<file path="src/rtl/sha1_pkg.sv">
// Shared types and constants for the SHA-1 message padder: FSM states,
// round count, length-counter width and the 0x80 pad word.
package sha1_pkg;

  typedef enum logic [1:0] {
    ST_FILL  = 2'd0,
    ST_PAD   = 2'd1,
    ST_LEN   = 2'd2,
    ST_ISSUE = 2'd3
  } state_t;

  localparam int ISSUE_ROUNDS = 81;
  localparam int LEN_W        = 64;
  localparam logic [31:0] PAD_WORD = 32'h8000_0000;

  // Keep the first nbytes of a big-endian word, put 0x80 right after them, zero the rest.
  function automatic logic [31:0] pad_last_word(input logic [31:0] data, input logic [2:0] nbytes);
    logic [31:0] w;
    case (nbytes)
      3'd0:    w = PAD_WORD;
      3'd1:    w = {data[31:24], 24'h80_0000};
      3'd2:    w = {data[31:16], 16'h8000};
      3'd3:    w = {data[31:8], 8'h80};
      default: w = data;
    endcase
    return w;
  endfunction

endpackage

</file>
<file path="src/rtl/sha1_padder.sv">
// SHA-1 message padder: packs 32-bit message words into 512-bit blocks, appends
// the 0x80 marker, zero fill and 64-bit bit length, and strobes each block into the core.
module sha1_padder #(
  parameter int ISSUE_ROUNDS = sha1_pkg::ISSUE_ROUNDS,
  parameter int LEN_W        = sha1_pkg::LEN_W
) (
  input  logic        clk,
  input  logic        rst,
  input  logic        in_valid,
  input  logic [31:0] in_data,
  input  logic [2:0]  in_bytes,
  input  logic        in_last,
  output logic        in_ready,
  output logic        compute_enable,
  output logic [7:0]  round,
  output logic [31:0] input_data,
  output logic        block_first,
  output logic        block_last,
  output logic        busy
);
  import sha1_pkg::*;

  localparam logic [7:0] LAST_ROUND = 8'(ISSUE_ROUNDS);

  state_t      state;
  state_t      state_nxt;
  state_t      after_st;
  state_t      after_nxt;
  logic        pend80;
  logic        pend80_nxt;
  logic [3:0]  widx;
  logic [3:0]  widx_nxt;
  logic [LEN_W-1:0] bitlen;
  logic [63:0] len64;
  logic        first_armed;
  logic        accept;
  logic        wr_en;
  logic [31:0] wr_data;
  logic        len_wr;
  logic        issue_enter;
  logic        issue_exit;
  logic [7:0]  round_nxt;
  logic        ce_nxt;
  logic [31:0] data_nxt;
  logic [31:0] blk_buf [16];

  assign in_ready    = (state == ST_FILL);
  assign accept      = in_valid && in_ready;
  assign len64       = 64'(bitlen);
  assign issue_enter = (state != ST_ISSUE) && (state_nxt == ST_ISSUE);
  assign issue_exit  = (state == ST_ISSUE) && (state_nxt != ST_ISSUE);

  // Next state, buffer write port and word index.
  // after_st remembers whether a non-final block interrupted filling or padding.
  always_comb begin
    state_nxt  = state;
    after_nxt  = after_st;
    pend80_nxt = pend80;
    widx_nxt   = widx;
    wr_en      = 1'b0;
    wr_data    = 32'h0000_0000;
    len_wr     = 1'b0;
    case (state)
      ST_FILL: begin
        if (accept) begin
          wr_en      = 1'b1;
          wr_data    = in_last ? pad_last_word(in_data, in_bytes) : in_data;
          widx_nxt   = widx + 4'd1;
          pend80_nxt = in_last && (in_bytes == 3'd4);
          if (widx == 4'd15) begin
            state_nxt = ST_ISSUE;
            after_nxt = in_last ? ST_PAD : ST_FILL;
          end else if (in_last) begin
            state_nxt = ((widx == 4'd13) && (in_bytes != 3'd4)) ? ST_LEN : ST_PAD;
          end else begin
            state_nxt = ST_FILL;
          end
        end else begin
          state_nxt = ST_FILL;
        end
      end
      ST_PAD: begin
        // A full final word defers its 0x80 marker to the first pad write.
        wr_en      = 1'b1;
        wr_data    = pend80 ? PAD_WORD : 32'h0000_0000;
        pend80_nxt = 1'b0;
        widx_nxt   = widx + 4'd1;
        if (widx == 4'd15) begin
          state_nxt = ST_ISSUE;
          after_nxt = ST_PAD;
        end else if (widx == 4'd13) begin
          state_nxt = ST_LEN;
        end else begin
          state_nxt = ST_PAD;
        end
      end
      ST_LEN: begin
        len_wr    = 1'b1;
        widx_nxt  = 4'd0;
        state_nxt = ST_ISSUE;
      end
      ST_ISSUE: begin
        if (round == LAST_ROUND) begin
          state_nxt = block_last ? ST_FILL : after_st;
        end else begin
          state_nxt = ST_ISSUE;
        end
      end
      default: begin
        state_nxt = ST_FILL;
      end
    endcase
  end

  // Round strobe outputs; the first ISSUE cycle only primes round 1.
  always_comb begin
    round_nxt = 8'd0;
    ce_nxt    = 1'b0;
    data_nxt  = 32'h0000_0000;
    if ((state == ST_ISSUE) && (round != LAST_ROUND)) begin
      round_nxt = round + 8'd1;
      ce_nxt    = 1'b1;
      if (round < 8'd16) begin
        data_nxt = blk_buf[round[3:0]];
      end else begin
        data_nxt = 32'h0000_0000;
      end
    end else begin
      round_nxt = 8'd0;
      ce_nxt    = 1'b0;
      data_nxt  = 32'h0000_0000;
    end
  end

  // FSM state, word index and round-output registers.
  always_ff @(posedge clk or posedge rst) begin
    if (rst) begin
      state          <= ST_FILL;
      after_st       <= ST_FILL;
      pend80         <= 1'b0;
      widx           <= 4'd0;
      round          <= 8'd0;
      compute_enable <= 1'b0;
      input_data     <= 32'h0000_0000;
    end else begin
      state          <= state_nxt;
      after_st       <= after_nxt;
      pend80         <= pend80_nxt;
      widx           <= widx_nxt;
      round          <= round_nxt;
      compute_enable <= ce_nxt;
      input_data     <= data_nxt;
    end
  end

  // Message-level bookkeeping: bit length, busy and first/last block flags.
  always_ff @(posedge clk or posedge rst) begin
    if (rst) begin
      bitlen      <= '0;
      busy        <= 1'b0;
      first_armed <= 1'b1;
      block_first <= 1'b0;
      block_last  <= 1'b0;
    end else begin
      if (accept) begin
        bitlen <= bitlen + LEN_W'({in_bytes, 3'b000});
        busy   <= 1'b1;
      end
      if (issue_enter) begin
        block_first <= first_armed;
        block_last  <= (state == ST_LEN);
      end else if (issue_exit) begin
        block_first <= 1'b0;
        block_last  <= 1'b0;
        first_armed <= block_last;
        if (block_last) begin
          busy   <= 1'b0;
          bitlen <= '0;
        end
      end
    end
  end

  // Block buffer; contents are irrelevant after reset, so it carries none.
  always_ff @(posedge clk) begin
    if (len_wr) begin
      blk_buf[14] <= len64[63:32];
      blk_buf[15] <= len64[31:0];
    end else if (wr_en) begin
      blk_buf[widx] <= wr_data;
    end
  end

endmodule
</file>
<file path="config.mk">
export PLATFORM = sky130hd
export DESIGN_NAME = sha1_padder
export DESIGN_NICKNAME = d
export VERILOG_FILES = /design/src/rtl/sha1_pkg.sv /design/src/rtl/sha1_padder.sv
export SDC_FILE = /design/constraint.sdc
export NUM_CORES = 1
export LEC_CHECK = 0
export CAP_MARGIN = 30
export CORE_ASPECT_RATIO = 1.75
export CORE_MARGIN = 1
export CORE_UTILIZATION = 50
export CTS_CLUSTER_SIZE = 28
export DETAILED_ROUTE_END_ITERATION = 12
export PLACE_DENSITY_LB_ADDON = 0.12
export SETUP_SLACK_MARGIN = 0.02
export SYNTH_ARGS = -nofsm -noshare
export SYNTH_HDL_FRONTEND = slang
export SYNTH_SLANG_ARGS = --single-unit
</file>
<file path="constraint.sdc">
create_clock -name clk -period 3.4 [get_ports clk]
set_input_delay 0.68 -clock clk [delete_from_list [all_inputs] [get_ports clk]]
set_output_delay 0.68 -clock clk [all_outputs]
set_load 0.01 [all_outputs]
</file>
==> flow_summary.json, run 1 <==
{
  "min_path_type": "flop to flop",
  "hpwl_um": 36400,
  "initial_core_util_pct": 50.6,
  "clock_latency_ns": 0.59,
  "drtIter0Drc": 1297,
  "rows": 109,
  "port_buffers": 83,
  "diodes": 0,
  "syn_area_per_cell_um2": 17.0,
  "drt_first_pass_iters": 5,
  "yosysWarnings": 0,
  "wl_per_cell_um": 26.5,
  "min_period_ns": 3.01,
  "grt_pass1_vias": 14700,
  "clkSlewWorstSetupHoldPaths_ns": 0.07,
  "area_delta_synth_final_pct": 15.4,
  "drc": 0,
  "finalHoldViolCount": 0,
  "multi_input_area_mm2": 0.00705,
  "holdCritStartpoint": "pend80",
  "rrSetupSlack_ns": 0.61,
  "synth_area_mm2": 0.0256,
  "cap_violations": 0,
  "hold_slack_ns": 0.485,
  "ios": 84,
  "antenna_found_initial": 0,
  "die_area_mm2": 0.0521,
  "synth_cell_types": 49,
  "fin_nets": 1677,
  "worstPathCellList": "buf_4, clkdlybuf4s50_1",
  "outcome": "completed",
  "grt_pass1_wl_um": 93800,
  "dieWidth_um": 173,
  "gp_congestion": 0.874,
  "fin_setup_tns_ns": 0,
  "numCtsBuffers": 55,
  "routed_wl_um": 62000,
  "clock.fmax_mhz": 332,
  "min_path_cells": 2,
  "setup_viol": 0,
  "cts_max_path_buffers": 3,
  "path_class": "flop to output pin",
  "htreeDepth": 2,
  "endpoint": "round[2]",
  "syn_inst": 1505,
  "finalCritPeriodShare_pct": 88.5,
  "cts_resized": 0,
  "yosysSeqAreaShare_pct": 71.2,
  "grt_max_degree": 131,
  "drive_above_1_share_pct": 19.4,
  "required_ns": 2.72,
  "reg2reg_to": "input_data[20]",
  "critPathCaptureType": "output pin",
  "worst_slew_pin_slew_ns": 0.962,
  "finClkSkew_ns": 0.0158,
  "p_leak_nw": 10.1,
  "synth_seq_cells": 626,
  "rr_startpoint": "round[0]",
  "post_cts_buffers": 0,
  "crit_start": "round[2]",
  "cp_data_arrival_time_ns": 2.33,
  "num_vias": 14000,
  "via_per_inst": 6.01,
  "synth_edf_count": 512,
  "core_area_mm2": 0.0506,
  "grt_usage_pct": 24.6,
  "async_reset_ff_share_pct": 18.2,
  "die_y_um": 301,
  "root_buffer": "clkbuf_16",
  "fillers": 3840,
  "ir_drop_mv": 0.862,
  "power.density_mw_per_mm2": 713,
  "worst_setup_path_start_kind": "flop",
  "rsz0062_at_grt": "no",
  "antenna_left": 0,
  "tritoncts": "done",
  "timing.slew.headroom_pct": 35.9,
  "ctsHoldBuffers": 0,
  "seq_area_mm2": 0.0182,
  "gr-total-overflow": 0,
  "report.final.slew_viol_count": 0,
  "synth_nets": 1557,
  "rr_worst_depth": 5,
  "max_stage_delay_ns": 0.70,
  "synthFlopType": "edfxtp_1",
  "crit_fanout": 39,
  "cts.sinks": 626,
  "slowest_stage": "buf_4"
}
==> area by class of cell <==
| type | count | share of cell area, % |
|---|---|---|
| repair buffers | 137 | 5.16 |
| flip-flops and latches | 626 | 61.7 |
| clock inverters | 19 | 0.589 |
| clock buffers | 83 | 5.28 |
| inverters | 45 | 0.584 |
| multi-input cells | 760 | 23.8 |
| well taps | 666 | 2.82 |
==> flip-flops by register name, indices dropped and copies added, names as in the netlist <==
register and count:
block_first 1, compute_enable 1, state 2, pend80 1
first_armed 1, bitlen 61, widx 4, busy 1
block_last 1, input_data 32, round 8, after_st 1
blk_buf 512
==> layout by cell type, fill, tap and decap left out, types with 13 or more instances in the layout <==
cell               n
clkbuf_1          20
o21ai_0           33
nor3_1            13
clkbuf_16         55
buf_4             31
clkdlybuf4s50_1   83
nor2b_1           33
nand4_1           24
nand2b_1          13
o21ai_1           53
nand3_1           35
mux4_2           154
xor2_1            20
nand2_1          144
inv_1             44
xnor2_1           17
a21oi_1           29
buf_12            23
edfxtp_1         512
dfrtp_1          109
nor2_1            64
or4_1             13
==> per-layer routing <==
layer,up-vias,GRT usage [%],part of all wire (%)
li1,6088,-,-
met2,429,42.7,52
met3,126,2.48,4.4
met5,-,0,0
met1,7406,31.6,39
met4,0,10.6,4.0
==> through the flow <==
stage / worst slack (ns) / utilization (%) / instance area (µm²) / power (W) / std cells
final: 0.391 / 58.4 / 29500 / 0.0211 / 2336
after global routing: 0.237 / 58.4 / 29500 / 0.0219 / 2336
after CTS: 0.307 / 58.4 / 29500 / 0.0213 / 2336
after detailed placement: 0.103 / 55.0 / 27800 / 0.0153 / 2234
after global placement: 0.186 / 55.0 / 27800 / 0.0152 / 2234
after floorplan: 0.295 / - / 25600 / 0.0132 / 1505
==> synthesized netlist by cell type, drive strengths merged, types with 2 or more instances <==
library cell	instances	area [µm²]
a211oi	2	15.0
a21oi	29	145
a22oi	2	15.0
a31oi	2	12.5
and2	3	18.8
and3	9	56.3
and4	5	43.8
buf	26	110
clkbuf	48	180
dfrtp	113	2830
edfxtp	512	15400
ha	12	150
inv	45	169
mux2	7	78.8
mux2i	8	80.1
mux4	154	3470
nand2	145	544
nand2b	13	81.3
nand3	36	180
nand4	26	175
nor2	75	282
nor2b	33	206
nor3	17	85.1
nor4	10	129
o211ai	5	37.5
o21ai	86	430
o22ai	3	18.8
o31ai	7	52.6
or2	2	12.5
or3	10	62.6
or4	13	97.6
xnor2	17	149
xor2	20	175
==> worst max-delay path: cells and delay by family, from the launching register on <==
kind	cells	cell delay, ns
DFF	1	0.36
buffers and inverters	2	1.39
==> worst min-delay path by stage <==
stage             end  slack, ns
3_5_place_dp   pend80       0.47
6_report       pend80       0.49
3_3_place_gp   pend80       0.48
5_1_grt        pend80       0.51
2_1_floorplan  pend80       0.45
4_1_cts        pend80       0.49
==> logic make-up after synthesis <==
family                   share of synthesized area, %
AND/OR/NAND/NOR                                  7.96
AO/OA/AOI/OAI                                    2.94
XOR/XNOR                                         1.27
adder cells (fa/ha/maj)                         0.665
multiplexers                                     14.2
buffers and inverters                            1.79
flip-flops                                       71.2
==> report_power, final <==
group / internal [W] / total, W / switching, W
registers: 0.00909 / 0.00937 / 0.000276
clock network: 0.00339 / 0.00609 / 0.00269
logic: 0.00276 / 0.00560 / 0.00284
total: 0.0152 / 0.0211 / 0.00581
Note: power is estimated with default switching activity, not from simulation.
==> inputs of run 2 (changes only) <==
--- a/config.mk
+++ b/config.mk
@@ -11,6 +11,7 @@
 export CORE_UTILIZATION = 50
 export CTS_CLUSTER_SIZE = 28
 export DETAILED_ROUTE_END_ITERATION = 12
+export GPL_ROUTABILITY_DRIVEN = 0
 export PLACE_DENSITY_LB_ADDON = 0.12
 export SETUP_SLACK_MARGIN = 0.02
 export SYNTH_ARGS = -nofsm -noshare
==> flow_summary.json, run 2 (same netlist as run 1, synthesis figures left out) <==
{
  "outcome": "completed",
  "diodes": 0,
  "cts_max_path_buffers": 3,
  "tritoncts": "done",
  "ir_drop_mv": 0.517,
  "via_per_inst": 6.03,
  "gr-total-overflow": 0,
  "setup_viol": 0,
  "rsz0062_at_grt": "no",
  "initial_core_util_pct": 50.6,
  "power_w": 0.0215,
  "port_buffers": 83,
  "core_area_mm2": 0.0506,
  "fin_setup_tns_ns": 0,
  "p_clk_share_pct": 30.1,
  "power.net_switching_w": 0.00591,
  "clock_latency_ns": 0.59,
  "dieWidth_um": 173,
  "post_cts_buffers": 0,
  "combPwrFrac_pct": 26.1,
  "min_period_ns": 3.16,
  "fin_nets": 1678,
  "root_buffer": "clkbuf_16",
  "power.density_mw_per_mm2": 724,
  "top_regs": "blk_buf (512), bitlen (61), input_data (32)",
  "grt_pass1_wl_um": 94700,
  "htreeDepth": 2,
  "wl_per_cell_um": 27.2,
  "crit_fanout": 63,
  "hpwl_um": 37200,
  "cts_resized": 0,
  "ios": 84,
  "finalHoldViolCount": 0,
  "cap_violations": 0,
  "required_ns": 2.72,
  "clkSlewWorstSetupHoldPaths_ns": 0.07,
  "grt_pass1_vias": 14600,
  "swShare_pct": 27.5,
  "finClkSkew_ns": 0.0105,
  "path_class": "flop to output pin",
  "drtIter0Drc": 1199,
  "timing.slew.headroom_pct": 31.8,
  "rows": 109,
  "p_int_w": 0.0156,
  "worst_slew_pin_slew_ns": 1.02,
  "area_delta_synth_final_pct": 16.0,
  "cp_data_arrival_time_ns": 2.48,
  "routed_wl_um": 63600,
  "p_leak_nw": 10.2,
  "drt_first_pass_iters": 5,
  "largest_register_ffs": 512,
  "worst_setup_path_start_kind": "flop",
  "layout_common_cells": "edfxtp_1 (512), mux4_2 (154), nand2_1 (144)",
  "drive_above_1_share_pct": 20.0,
  "numCtsBuffers": 54,
  "min_path_type": "flop to flop",
  "report.final.slew_viol_count": 0,
  "num_vias": 14100,
  "die_y_um": 301,
  "antenna_found_initial": 1,
  "antenna_left": 0,
  "drc": 0,
  "regMostFlops": "blk_buf",
  "critPathCaptureType": "output pin",
  "clock.fmax_mhz": 316,
  "grt_usage_pct": 25.0,
  "die_area_mm2": 0.0521,
  "grt_max_degree": 131,
  "pwr-share-seq_pct": 43.8,
  "finalCritPeriodShare_pct": 93.0,
  "ctsHoldBuffers": 0,
  "layout_commonest_cell": "edfxtp_1",
  "cts.sinks": 626
}
==> run 2: cell types whose count changed in the layout (fill, tap and decap cells not counted), sizes merged <==
cell      before  now
buf           54   56
clkinv        13   15
bufinv         3    8
clkbuf        83   69
clkinvlp       3    6
inv           45   46
==> run 2: final cells by class <==
class	count	area, µm²
clock buffers	69	1490
clock inverters	30	368
fillers	3826	20900
inverters	45	173
multi-input cells	760	7050
flip-flops and latches	626	18200
well taps	666	833
repair buffers	139	1550
==> run 2: layer usage <==
layer | track usage [%] | vias to the layer above | routed length, µm
li1 | - | 6083 | -
met1 | 31.6 | 7412 | 24700
met2 | 43.8 | 462 | 33000
met3 | 2.84 | 128 | 2950
met4 | 10.8 | 2 | 2810
met5 | 0 | - | 8
==> run 2: final timing paths <==
kind | from | to | slack, ns | cells past startpoint
worst max-delay path | round[0] | round[0] | 0.24 | 3
worst min-delay path | after_st[0] | after_st[0] | 0.51 | 2
worst max register to register | round[1] | bitlen[12] | 0.43 | 11
worst min register to register | after_st[0] | after_st[0] | 0.51 | 2
max in group asynchronous | rst | bitlen[24] | 2.02 | 3
min in group asynchronous | rst | bitlen[62] | 0.63 | 2
==> run 2: per-stage QoR <==
stage                     util, %  cell area (µm²)  hold slack (ns)  setup slack, ns  std cells
after CTS                    58.6            29700            0.506            0.140       2334
after floorplan                 -            25600            0.450            0.295       1505
after global routing         58.7            29700            0.539           0.0544       2335
final                        58.7            29700            0.512            0.239       2335
after global placement       55.0            27800            0.469            0.123       2235
after detailed placement     55.0            27800            0.490           0.0923       2235
==> run 2: critical path, cell delays in order, from the launching register on <==
cell and delay, ns:
dfrtp_4 0.43, buf_12 0.41, buf_4 0.44, clkdlybuf4s50_1 0.61
==> run 2: power groups by stage <==
stage	sequential (W)	combinational, W	clock [W]
CTS	0.00941	0.00570	0.00656
finish	0.00941	0.00561	0.00647
floorplan	0.00956	0.00362	0
global placement	0.00953	0.00566	0
global route	0.00947	0.00602	0.00682
detailed placement	0.00958	0.00569	0
